`src/rtl/ds3502_arbiter.sv`:
```
// ds3502_arbiter: round-robin sharing of one ds3502 driver among N requesters,
// with post coalescing, redundant-write skipping and busy handshake timeouts.
module ds3502_arbiter #(
  parameter int N        = 4,
  parameter int START_TO = 8,
  parameter int DONE_TO  = 65535
) (
  input  logic             clk,
  input  logic             rst,
  input  logic [N-1:0]     req_valid,
  input  logic [8*N-1:0]   req_r,
  output logic [N-1:0]     req_pend,
  output logic [N-1:0]     req_done,
  output logic [2:0]       grant_id,
  output logic [7:0]       cur_r,
  output logic             cur_valid,
  output logic             drv_load,
  output logic [7:0]       drv_r,
  input  logic             drv_busy,
  output logic             err_timeout,
  input  logic             err_clr
);

  typedef enum logic [1:0] {
    IDLE,
    ISSUE,
    WAIT_START,
    WAIT_DONE
  } state_t;

  localparam logic [15:0] START_LIM = 16'(START_TO - 1);
  localparam logic [15:0] DONE_LIM  = 16'(DONE_TO - 1);
  localparam logic [2:0]  PTR_RST   = 3'(N - 1);

  state_t       state;
  state_t       state_nx;
  logic [2:0]   ptr;
  logic [15:0]  cnt;
  logic [N-1:0] pend;
  logic [7:0]   pend_val [N];

  logic         gnt_hit;
  logic [2:0]   gnt_idx;
  logic [7:0]   gnt_val;
  logic [N-1:0] gnt_oh;
  logic [N-1:0] gid_oh;
  logic         gnt_fire;
  logic         gnt_red;
  logic         xfer_ok;
  logic         tmo;

  assign req_pend = pend;

  // Lowest rotation distance from ptr wins; k=1 is visited last.
  always_comb begin
    gnt_hit = 1'b0;
    gnt_idx = '0;
    for (int k = N; k >= 1; k--) begin
      for (int j = 0; j < N; j++) begin
        if (j == (int'(ptr) + k) % N && pend[j]) begin
          gnt_hit = 1'b1;
          gnt_idx = 3'(j);
        end
      end
    end
  end

  always_ff @(posedge clk) begin
    if (rst) state <= IDLE;
    else     state <= state_nx;
  end

  always_comb begin
    state_nx = state;
    unique case (state)
      IDLE: begin
        if (gnt_fire && !gnt_red) state_nx = ISSUE;
      end
      ISSUE: begin
        state_nx = WAIT_START;
      end
      WAIT_START: begin
        if (drv_busy)                state_nx = WAIT_DONE;
        else if (cnt == START_LIM)   state_nx = IDLE;
      end
      WAIT_DONE: begin
        if (!drv_busy || cnt == DONE_LIM) state_nx = IDLE;
      end
      default: state_nx = IDLE;
    endcase
  end

  always_comb begin
    gnt_val = '0;
    gnt_oh  = '0;
    gid_oh  = '0;
    for (int j = 0; j < N; j++) begin
      if (gnt_idx == 3'(j)) begin
        gnt_val   = pend_val[j];
        gnt_oh[j] = 1'b1;
      end
      if (grant_id == 3'(j)) gid_oh[j] = 1'b1;
    end
    gnt_fire = (state == IDLE) && gnt_hit && !drv_busy;
    gnt_red  = cur_valid && (gnt_val == cur_r);
    xfer_ok  = (state == WAIT_DONE) && !drv_busy;
    tmo      = ((state == WAIT_START) && !drv_busy
                && (cnt == START_LIM))
             || ((state == WAIT_DONE) && drv_busy
                && (cnt == DONE_LIM));
  end

  always_ff @(posedge clk) begin
    if (rst) begin
      ptr         <= PTR_RST;
      grant_id    <= '0;
      drv_r       <= '0;
      drv_load    <= 1'b0;
      req_done    <= '0;
      cur_r       <= '0;
      cur_valid   <= 1'b0;
      err_timeout <= 1'b0;
      cnt         <= '0;
      pend        <= '0;
      for (int j = 0; j < N; j++) pend_val[j] <= '0;
    end else begin
      drv_load <= gnt_fire && !gnt_red;
      req_done <= '0;
      if (gnt_fire) begin
        ptr      <= gnt_idx;
        grant_id <= gnt_idx;
        drv_r    <= gnt_val;
        if (gnt_red) req_done <= gnt_oh;
      end
      if (xfer_ok) begin
        cur_r     <= drv_r;
        cur_valid <= 1'b1;
        req_done  <= gid_oh;
      end
      if (tmo) cur_valid <= 1'b0;
      if (tmo)          err_timeout <= 1'b1;
      else if (err_clr) err_timeout <= 1'b0;
      if (state == IDLE || state == ISSUE
          || (state == WAIT_START && drv_busy))
        cnt <= '0;
      else if (cnt != 16'hFFFF)
        cnt <= cnt + 16'd1;
      // A post in the grant cycle re-arms the slot with the new value.
      for (int j = 0; j < N; j++) begin
        if (gnt_fire && gnt_idx == 3'(j)) pend[j] <= 1'b0;
        if (req_valid[j]) begin
          pend[j]     <= 1'b1;
          pend_val[j] <= req_r[8*j +: 8];
        end
      end
    end
  end

endmodule

```
`config.mk`:
```
export PLATFORM = sky130hd
export DESIGN_NAME = ds3502_arbiter
export DESIGN_NICKNAME = d
export VERILOG_FILES = /design/src/rtl/ds3502_arbiter.sv
export SDC_FILE = /design/constraint.sdc
export NUM_CORES = 1
export LEC_CHECK = 0
export CAP_MARGIN = 20
export CORE_MARGIN = 10
export CORE_UTILIZATION = 47
export DETAILED_ROUTE_END_ITERATION = 8
export PLACE_DENSITY = 0.76
export SETUP_SLACK_MARGIN = 0.02
export SLEW_MARGIN = 40
export SYNTH_ARGS = -nofsm -noshare
export SYNTH_HDL_FRONTEND = slang
export SYNTH_SLANG_ARGS = --single-unit
```
`constraint.sdc`:
```
create_clock -name clk -period 3.1 [get_ports clk]
set_clock_uncertainty 0.15 [all_clocks]
set_input_delay 0.465 -clock clk [delete_from_list [all_inputs] [get_ports clk]]
set_output_delay 0.465 -clock clk [all_outputs]
set_load 0.05 [all_outputs]
```
==> results of run 1 <==
[how the worst min path moves through the flow]
stage	start	to	slack, ns
finish	drv_r[5]	cur_r[5]	0.32
global route	drv_r[5]	cur_r[5]	0.34
CTS	drv_r[5]	cur_r[5]	0.33
detailed placement	drv_r[5]	cur_r[5]	0.32
global placement	drv_r[1]	cur_r[1]	0.30
floorplan	cnt[12]	cnt[12]	0.32
[cells in the mapped netlist (3+ instances only)]
| cell | count | area (um^2) |
|---|---|---|
| dfxtp_1 | 49 | 981 |
| nor2_1 | 44 | 165 |
| nand2_1 | 41 | 154 |
| and2_1 | 34 | 213 |
| edfxtp_1 | 32 | 961 |
| a21oi_1 | 21 | 105 |
| clkbuf_1 | 12 | 45.0 |
| xor2_1 | 12 | 105 |
| inv_1 | 9 | 33.8 |
| nand3_1 | 9 | 45.0 |
| nor3_1 | 9 | 45.0 |
| nor2b_1 | 8 | 50.1 |
| nand4_1 | 7 | 43.8 |
| xnor2_1 | 7 | 61.3 |
| a211oi_1 | 6 | 45.0 |
| nand2b_1 | 6 | 37.5 |
| o21ai_0 | 6 | 30.0 |
| or2_2 | 6 | 37.5 |
| a22oi_1 | 4 | 30.0 |
| and3_1 | 4 | 25.0 |
| mux2i_1 | 4 | 40.0 |
| nor4_1 | 4 | 25.0 |
| o211ai_1 | 4 | 30.0 |
| a221oi_1 | 3 | 26.3 |
| a222oi_1 | 3 | 30.0 |
| and4_1 | 3 | 26.3 |
| o211a_1 | 3 | 30.0 |
| o21bai_1 | 3 | 22.5 |
| o31ai_1 | 3 | 22.5 |
[sequential cells by signal, indices dropped and copies added (netlist names)]
| register | count |
|---|---|
| pend_val | 32 |
| cnt | 16 |
| cur_r | 8 |
| drv_r | 8 |
| req_done | 4 |
| req_pend | 4 |
| grant_id | 2 |
| ptr | 2 |
| state | 2 |
| cur_valid | 1 |
| drv_load | 1 |
| err_timeout | 1 |
[cell families (layout without fill, tap and decap cells)]
logic type | count (synthesis) | count (layout)
and+or+nand+nor | 182 | 182
other | 1 | 1
DFF | 81 | 81
muxes | 6 | 6
xor gates and xnor gates | 19 | 19
adders and majority gates | 2 | 2
buffers and inverters | 25 | 113
AOI/OAI and AO/OA | 72 | 72
[what timing repair did]
item                       4_1_cts  5_1_grt
pin swaps                        1       10
setup endpoints to repair        1        5
resized for setup                0        8
buffers inserted                 0       10
[per-stage QoR]
| step | hold WS, ns | power (uW) |
|---|---|---|
| after floorplan | 0.321 | 1520 |
| after global placement | 0.304 | 1700 |
| after detailed placement | 0.316 | 1710 |
| after CTS | 0.326 | 2430 |
| after global routing | 0.343 | 2560 |
| final | 0.324 | 2450 |
[power by group through the flow]
stage          sequential (uW)  clock [uW]  combinational (uW)
6_report                  1230         743                 483
5_1_grt                   1240         797                 523
4_1_cts                   1230         751                 455
3_5_place_dp              1250           0                 453
3_3_place_gp              1250           0                 447
2_1_floorplan             1300           0                 220
[per-layer routing]
metal  track usage [%]  vias to the layer above
li1                  -                     1546
met1              21.2                     1455
met2              26.3                      124
met3              4.56                       26
met4              6.78                        0
met5                 0                        -
[worst max-delay path, stage by stage, from the launching register on]
cell and delay (ns):
dfxtp_4 0.36, or2_4 0.25, a311o_1 0.37, mux2_4 0.32, a222oi_1 0.33, buf_4 0.18
xor2_1 0.14, nand4_1 0.13, or4_4 0.56, o31ai_1 0.23
[final cells by class]
type                    count  area, um^2
well taps                 102         128
repair buffers             88         841
flip-flops and latches     81        1950
clock buffers              12         166
clock inverters             4        25.0
inverters                   9        33.8
fillers                   648        2860
multi-input cells         282        1730
==> out/results.tsv, run 1 <==
stage	metric	value	unit
sta	rsz0062_at_grt	true	
power	pwr_density_cell	504	mW/mm^2
place	place_congestion	0.948	
critical_path	reg2reg_to	req_done[2]	
grt	grt_use_total	16.7	%
floorplanning	die_height	109	um
critical_path	worstSetupPathType	flip-flop to flip-flop	
synthesis	synthMuxAreaShare	1.77	%
power	irDropWorstVdd	225	uV
sta	slew_viol_final	0	
place	dpl.hpwl	7.51	mm
floorplanning	initial_utilization	48.5	%
critical_path	start_kind	flip-flop	
synthesis	syn_inst	388	
drt	viasPerCell	5.45	
drt	wl_met1	4.29	mm
clock_tree	cts_hold_buf	0	
place	placed_cells_incl_taps	552	
grt	grt_antenna_before_repair	0	
final_layout	final_cell_mix	clkdlybuf4s50_1 (68), nor2_1 (44), dfxtp_1 (44)	
sta	slew_headroom	52.3	%
clock_tree	cts_tree	yes	
clock_tree	cts_max_path_buffers	2	
final_layout	fin_nets	513	
run	maxCapViolations	0	
sta	setup_slack	0.0276	ns
floorplanning	fp.dieArea	0.0119	mm^2
sta	fin_setup_tns	0	ns
synthesis	ys_seq_elements	81	
sta	fmax	325	MHz
power	p_int	1750	uW
clock_tree	clock_latency	0.35	ns
critical_path	required	3.23	ns
final_layout	final_common_cell	clkdlybuf4s50_1	
critical_path	crit_end	req_done[2]	
drt	drtIter0Drc	228	
synthesis	async_reset_ff_share	0	%
sta	timing.final.crit_share	99.1	%
drt	ant_nets	0	
clock_tree	clkTransAtPathRegs	0.09	ns
power	power.leakage	0.00180	uW
final_layout	final_util	63.1	%
drt	highest_layer	met4	
synthesis	synthXorXnorAreaFrac	4.44	%
place	placed_area	0.00457	mm^2
power	power_frac_seq	50.0	%
floorplanning	dieWidth	109	um
grt	overflow	0	
sta	min_period	3.07	ns
final_layout	num_antenna_cells	0	
synthesis	synth_edf_count	32	
drt	wl_per_cell	17.0	um
final_layout	finalInstanceArea	0.00487	mm^2
synthesis	ys_warn_count	0	
sta	setup_violations	0	
drt	met3_length	822	um
sta	hold_viol	0	
power	p_comb_share	19.7	%
drt	routed-via-count	3151	
clock_tree	clkSinkCount	81	
clock_tree	htree_num_levels	3	
final_layout	fin_cells	578	
synthesis	syn_area	0.00375	mm^2
grt	grt_pass1_vias	3016	
place	dpl_worst_slack	0.0429	ns
synthesis	ys_types	54	
synthesis	syn_avg_cell_area	9.66	um^2
drt	drt_wl_total	9.84	mm
hold_path	min_path_type	flip-flop to flip-flop	
clock_tree	cts-root-buf	clkbuf_8	
synthesis	synthSimpleGateAreaFrac	24.6	%
sta	worstMarginPinSlew	0.715	ns
floorplanning	io_pins	70	
final_layout	drive_gt1_share	11.8	%
drt	firstDrtPassIters	6	
drt	drc	0	
floorplanning	core_area	0.00773	mm^2
critical_path	r2r-start	req_pend[0]	
power	clockPowerShare	30.3	%
place	port_buffers	68	
critical_path	r2r_cells	9	
synthesis	synth_fa_ha_area_share	0.668	%
synthesis	synth_compound_area_share	13.6	%
synthesis	yosysSeqAreaShare	51.8	%
drt	met2_length	4.46	mm
critical_path	cp-end-kind	flip-flop	
synthesis	synth-main-ff-cell	dfxtp_1	
synthesis	syn-num-nets	430	
grt	grt_first_pass_wirelength	15.4	mm
power	swShare	28.8	%
synthesis	synth_top_family_by_area	simple AND/OR/NAND/NOR gates	
status	status	complete, no violations	
critical_path	path_max_fanout	4	
floorplanning	num_rows	32	
hold_path	whs_path_depth	2	
critical_path	critPathLaunch	req_pend[0]	
clock_tree	cts_made_buffers	9	
critical_path	cp_data_arrival_time	3.20	ns
final_layout	area_delta_synth_final	30.0	%
critical_path	reg2reg_slack	0.03	ns
grt	grt_max_degree	37	
power	power_switching	708	uW
No activity file was read; power rests on OpenSTA's default activity.
==> inputs of run 2 (changes only) <==
--- a/config.mk
+++ b/config.mk
@@ -9,7 +9,7 @@
 export CORE_MARGIN = 10
 export CORE_UTILIZATION = 47
 export DETAILED_ROUTE_END_ITERATION = 8
-export PLACE_DENSITY = 0.76
+export PLACE_DENSITY = 0.79
 export SETUP_SLACK_MARGIN = 0.02
 export SLEW_MARGIN = 40
 export SYNTH_ARGS = -nofsm -noshare
==> run 2 against run 1 <==
Compared with the run above: the flow now finishes with violations (setup timing); count of clock-buffer cells in the layout shrank 1; non-clock buffer count down 2; clock power rose by 33%; sequential power about the same; die area unchanged; fmax decreased by 1.8%; register-to-register slack worse by 0.06 ns; final area increased by 0.46%; global-route usage down 0.29 points; combinational power shrank 1%; first-iteration DRC count up 15%; critical path type unchanged; largest cell class unchanged; highest routed layer unchanged.
==> out/results.tsv, run 2 (same netlist as run 1, synthesis figures left out) <==
stage	metric	value	unit	change
status	violations	setup timing		
grt	grt_antenna_before_repair	0		unchanged
clock_tree	cts_made_buffers	9		unchanged
place	dpl.hpwl	7.53	mm	+0.33%
final_layout	largest_register	pend_val		
final_layout	fin_nets	511		-0.39%
sta	setup_slack	-0.0286	ns	-0.0561 ns
place	dpl_worst_slack	-0.00258	ns	-0.0455 ns
power	power.leakage	0.00181	uW	+0.40%
sta	hold_viol	0		unchanged
critical_path	critPathLaunch	req_pend[0]		
grt	grt_first_pass_wirelength	15.3	mm	-0.58%
final_layout	num_antenna_cells	0		unchanged
place	port_buffers	68		unchanged
clock_tree	htree_num_levels	3		unchanged
drt	viasPerCell	5.47		+0.41%
clock_tree	cts_tree	yes		
drt	wl_per_cell	17.0	um	-0.22%
floorplanning	io_pins	70		unchanged
sta	timing.final.crit_share	101	%	+1.8 points
hold_path	hold_start	drv_r[0]		
drt	routed-via-count	3153		+0.063%
final_layout	finalInstanceArea	0.00489	mm^2	+0.46%
power	irDropWorstVdd	256	uV	+14%
clock_tree	cts-root-buf	clkbuf_8		
final_layout	final_util	63.3	%	+0.29 points
critical_path	slowest_delay	0.56	ns	about the same
clock_tree	cts_max_path_buffers	2		unchanged
floorplanning	dieWidth	109	um	unchanged
place	placed_area	0.00457	mm^2	about the same
floorplanning	num_rows	32		unchanged
final_layout	largest_reg_flops	32		unchanged
final_layout	fin_cells	576		-0.35%
place	placed_cells_incl_taps	554		+0.36%
final_layout	final_common_cell	clkdlybuf4s50_1		
grt	grt_pass1_vias	3013		-0.099%
floorplanning	core_area	0.00773	mm^2	unchanged
drt	drtIter0Drc	262		+15%
critical_path	start_kind	flip-flop		
critical_path	slowest_stage	or4_4		
critical_path	cp_data_arrival_time	3.24	ns	+0.04 ns
sta	slew_headroom	65.0	%	+13 points
sta	setup_violations	1		+1
status	status	complete, but fails checks		
floorplanning	die_height	109	um	unchanged
critical_path	r2r-start	req_pend[0]		
clock_tree	clock_latency	0.35	ns	about the same
final_layout	area_delta_synth_final	30.6	%	
critical_path	required	3.21	ns	-0.02 ns
drt	drc	0		unchanged
drt	firstDrtPassIters	6		unchanged
clock_tree	clkTransAtPathRegs	0.08	ns	about the same
clock_tree	cts_hold_buf	0		unchanged
floorplanning	initial_utilization	48.5	%	unchanged
grt	grt_max_degree	33		-11%
hold_path	min_path_type	flip-flop to flip-flop		
sta	min_period	3.13	ns	+0.0561 ns
power	total_power	2690	uW	+9.7%
clock_tree	clkSinkCount	81		unchanged
final_layout	biggestRegsByFlops	pend_val (32), cnt (16)		
run	maxCapViolations	0		unchanged
critical_path	crit_chain	or2_1 > a311o_2 > mux2_4 > a222oi_1 > buf_4 > xor2_1 > nand4_1 > or4_4 > o32ai_2		
sta	slew_viol_final	0		unchanged
drt	drt_wl_total	9.79	mm	-0.57%
critical_path	path_max_fanout	6		+2
power	pwr_density_cell	550	mW/mm^2	+9.2%
grt	overflow	0		unchanged
floorplanning	fp.dieArea	0.0119	mm^2	unchanged
critical_path	cp-end-kind	flip-flop		
sta	fmax	320	MHz	-1.8%
sta	worstMarginPinSlew	0.523	ns	-0.192 ns
final_layout	drive_gt1_share	10.8	%	-1.0 points
sta	rsz0062_at_grt	true		
grt	grt_use_total	16.4	%	-0.29 points
critical_path	worstSetupPathType	flip-flop to flip-flop		
drt	ant_nets	0		unchanged
place	place_congestion	1.02		+7.2%
final_layout	final_cell_mix	clkdlybuf4s50_1 (68), dfxtp_1 (46), nor2_1 (44)		
[run 2: per-stage QoR]
stage                     hold slack, ns  setup TNS [ns]
after detailed placement           0.317        -0.00258
after floorplan                    0.321         -0.0232
after global placement             0.308               0
after CTS                          0.328               0
final                              0.322         -0.0286
after global routing               0.358          -0.533
[run 2: timing repair]
action | 4_1_cts | 5_1_grt
setup endpoints to repair | 4 | 5
buffers inserted | 0 | 6
gates resized for setup | 1 | 4
pin swaps | 0 | 9
[run 2: worst max-delay path: cells and delay by family (launching register included)]
kind / cells / cell delay (ns)
multiplexers: 1 / 0.31
AO/OA/AOI/OAI: 3 / 0.97
AND/OR/NAND/NOR: 3 / 0.93
flip-flops: 1 / 0.37
XOR/XNOR: 1 / 0.14
buffers and inverters: 1 / 0.18
[run 2: report_power, final]
part / internal [uW] / total [uW] / switching, uW
registers: 1170 / 1230 / 53.0
logic: 207 / 477 / 270
clock network: 617 / 990 / 373
[run 2: layer usage]
| layer | global-route usage, % | wire length [um] |
|---|---|---|
| met5 | 0 | 0 |
| met4 | 7.43 | 205 |
| met3 | 4.21 | 799 |
| met2 | 26.3 | 4570 |
| met1 | 20.3 | 4220 |
[run 2: final timing paths]
check	slack (ns)	cells past startpoint	to
worst max-delay path	-0.03	9	req_done[1]
worst min-delay path	0.32	2	cur_r[0]
worst max register to register	-0.03	9	req_done[1]
worst min register to register	0.32	2	cur_r[0]
[run 2: layout make-up]
| class | instances | area [um^2] |
|---|---|---|
| multi-input combinational | 282 | 1710 |
| timing repair buffer | 86 | 816 |
| fill | 602 | 2830 |
| clock buffer | 11 | 131 |
| tap | 102 | 128 |
| inverter | 9 | 33.8 |
| clock inverter | 5 | 128 |
| sequential | 81 | 1950 |
==> inputs of run 3 (changes only) <==
--- a/config.mk
+++ b/config.mk
@@ -6,6 +6,7 @@
 export NUM_CORES = 1
 export LEC_CHECK = 0
 export CAP_MARGIN = 20
+export CORE_ASPECT_RATIO = 2
 export CORE_MARGIN = 10
 export CORE_UTILIZATION = 47
 export DETAILED_ROUTE_END_ITERATION = 8
==> run 3 against run 2 <==
Compared with the run above: the run now ends clean; utilization shrank 0.47 points; hold slack gained 0.0025 ns; count of clock-buffer cells in the layout decreased by 1; final cell count is 1.4% lower; final area is 1.3% higher.
==> out/results.tsv, run 3 (same netlist as run 1, synthesis figures left out) <==
stage	metric	value	unit	change
clock_tree	cts_made_buffers	9		unchanged
clock_tree	cts_hold_buf	0		unchanged
floorplanning	fp.dieArea	0.0122	mm^2	+1.8%
sta	timing.final.crit_share	96.9	%	-4.0 points
final_layout	final_cell_mix	clkdlybuf4s50_1 (68), dfxtp_1 (46), nor2_1 (44)		
final_layout	drive_gt1_share	11.0	%	+0.26 points
final_layout	final_common_cell	clkdlybuf4s50_1		
sta	min_period	3.00	ns	-0.125 ns
clock_tree	clkTransAtPathRegs	0.06	ns	-0.02 ns
drt	firstDrtPassIters	5		-1
floorplanning	die_height	146	um	+34%
power	power_frac_seq	43.0	%	-2.5 points
sta	setup_violations	0		-1
place	place_congestion	0.949		-6.5%
critical_path	crit_end	req_done[1]		
drt	drt_wl_total	10.2	mm	+3.7%
clock_tree	clkSinkCount	81		unchanged
final_layout	biggestRegsByFlops	pend_val (32), cnt (16)		
power	p_int	2090	uW	+4.5%
floorplanning	core_area	0.00789	mm^2	+2.0%
sta	worstMarginPinSlew	0.586	ns	+0.0628 ns
drt	drc	0		unchanged
grt	grt_max_degree	21		-36%
place	dpl.hpwl	7.83	mm	+4.0%
critical_path	reg2reg_to	req_done[1]		
final_layout	largest_register	pend_val		
power	power_switching	757	uW	+8.7%
critical_path	cp-end-kind	flip-flop		
critical_path	cp_data_arrival_time	3.12	ns	-0.12 ns
sta	hold_viol	0		unchanged
critical_path	start_kind	flip-flop		
sta	slew_headroom	60.8	%	-4.2 points
sta	hold_ws	0.325	ns	+0.00248 ns
power	pwr_density_cell	574	mW/mm^2	+4.2%
power	power.leakage	0.00184	uW	+1.5%
grt	overflow	0		unchanged
critical_path	worstSetupPathType	flip-flop to flip-flop		
final_layout	fillers	637		+5.8%
floorplanning	io_pins	70		unchanged
clock_tree	cts_max_path_buffers	2		unchanged
drt	wl_per_cell	17.9	um	+5.2%
drt	ant_nets	0		unchanged
final_layout	final_util	62.9	%	-0.47 points
final_layout	num_antenna_cells	0		unchanged
clock_tree	clock_latency	0.35	ns	about the same
hold_path	min_path_type	flip-flop to flip-flop		
critical_path	path_max_fanout	4		-2
run	maxCapViolations	0		unchanged
power	swShare	26.6	%	+0.77 points
floorplanning	initial_utilization	47.5	%	-0.97 points
grt	grt_antenna_before_repair	0		unchanged
final_layout	area_delta_synth_final	32.3	%	
drt	viasPerCell	5.54		+1.2%
final_layout	largest_reg_flops	32		unchanged
grt	grt_pass1_vias	3252		+7.9%
grt	grt_use_total	16.4	%	+0.064 points
drt	drtIter0Drc	232		-11%
clock_tree	htree_num_levels	3		unchanged
sta	slew_viol_final	0		unchanged
grt	grt_first_pass_wirelength	16.2	mm	+5.3%
critical_path	critPathLaunch	ptr[0]		
floorplanning	num_rows	46		+44%
floorplanning	dieWidth	83.1	um	-24%
clock_tree	cts_tree	yes		
critical_path	reg2reg_slack	0.1	ns	+0.12 ns
final_layout	fin_nets	509		-0.39%
critical_path	r2r_cells	8		-1
place	port_buffers	68		unchanged
critical_path	r2r-start	ptr[0]		
sta	rsz0062_at_grt	true		
status	status	complete, no violations		
power	irDropWorstVdd	408	uV	+60%
drt	routed-via-count	3145		-0.25%
clock_tree	cts-root-buf	clkbuf_16		
power	p_comb_share	17.0	%	-0.7 points
sta	fmax	333	MHz	+4.2%
power	clockPowerShare	40.0	%	+3.2 points
critical_path	required	3.21	ns	about the same
==> run 3: cell count changes in the layout (fill, tap and decap cells not counted), sizes merged <==
| cell | before | now |
|---|---|---|
| buf | 18 | 16 |
| clkinv | 0 | 2 |
| clkinvlp | 1 | 0 |
| bufinv | 4 | 2 |
| clkbuf | 11 | 10 |
| inv | 9 | 11 |
==> run 3: layout make-up <==
cell class	count	area, um^2	area share [%]
inverter	9	33.8	0.681
sequential	81	1950	39.3
timing repair buffer	84	801	16.2
multi-input combinational	282	1730	35.0
clock buffer	10	229	4.62
tap	96	120	2.42
clock inverter	6	90.1	1.82
==> run 3: power groups by stage <==
| stage | Sequential [uW] | Clock, uW | Combinational, uW |
|---|---|---|---|
| 6_report | 1220 | 1140 | 484 |
| 5_1_grt | 1230 | 1180 | 520 |
| 4_1_cts | 1220 | 1150 | 465 |
| 3_5_place_dp | 1240 | 0 | 462 |
| 3_3_place_gp | 1240 | 0 | 458 |
| 2_1_floorplan | 1300 | 0 | 220 |
==> run 3: worst min-delay path by stage <==
stage | startpoint | end | slack, ns | cells past startpoint
after floorplan | cnt[12] | cnt[12] | 0.32 | 2
after global placement | drv_r[1] | cur_r[1] | 0.30 | 2
after global routing | drv_r[1] | cur_r[1] | 0.34 | 2
final | drv_r[1] | cur_r[1] | 0.32 | 2
after CTS | drv_r[1] | cur_r[1] | 0.32 | 2
after detailed placement | drv_r[1] | cur_r[1] | 0.32 | 2
==> run 3: timing repair <==
action / in CTS / in global routing
gates resized for setup: 0 / 9
setup buffers: 0 / 3
endpoints found under the setup margin: 0 / 4
==> run 3: worst max-delay path, cell delays in order (launching register included) <==
cell      delay (ns)
dfxtp_1         0.34
nand2b_1        0.19
a311o_1         0.40
mux2_4          0.33
a222oi_1        0.45
xor2_1          0.19
nand4_1         0.12
or4_4           0.49
o32ai_2         0.25
==> run 3: routing by layer <==
layer	up-vias	track usage, %	wire length, um	share of wire (%)
li1	1533	-	-	-
met1	1445	14.9	3510	35
met2	129	31.1	5570	55
met3	38	3.01	561	5.5
met4	0	12.1	508	5.0
met5	-	0	0	0
==> run 3: per-stage QoR <==
step,worst slack (ns),cell area (um^2),power [uW],instances,TNS [ns]
finish,0.0964,4960,2840,568,0
global route,-0.0530,4960,2930,568,-0.115
CTS,0.0976,4890,2840,565,0
detailed placement,0.117,4570,1710,549,0
global placement,0.200,4570,1700,549,0
floorplan,-0.0232,3750,1520,388,-0.0232
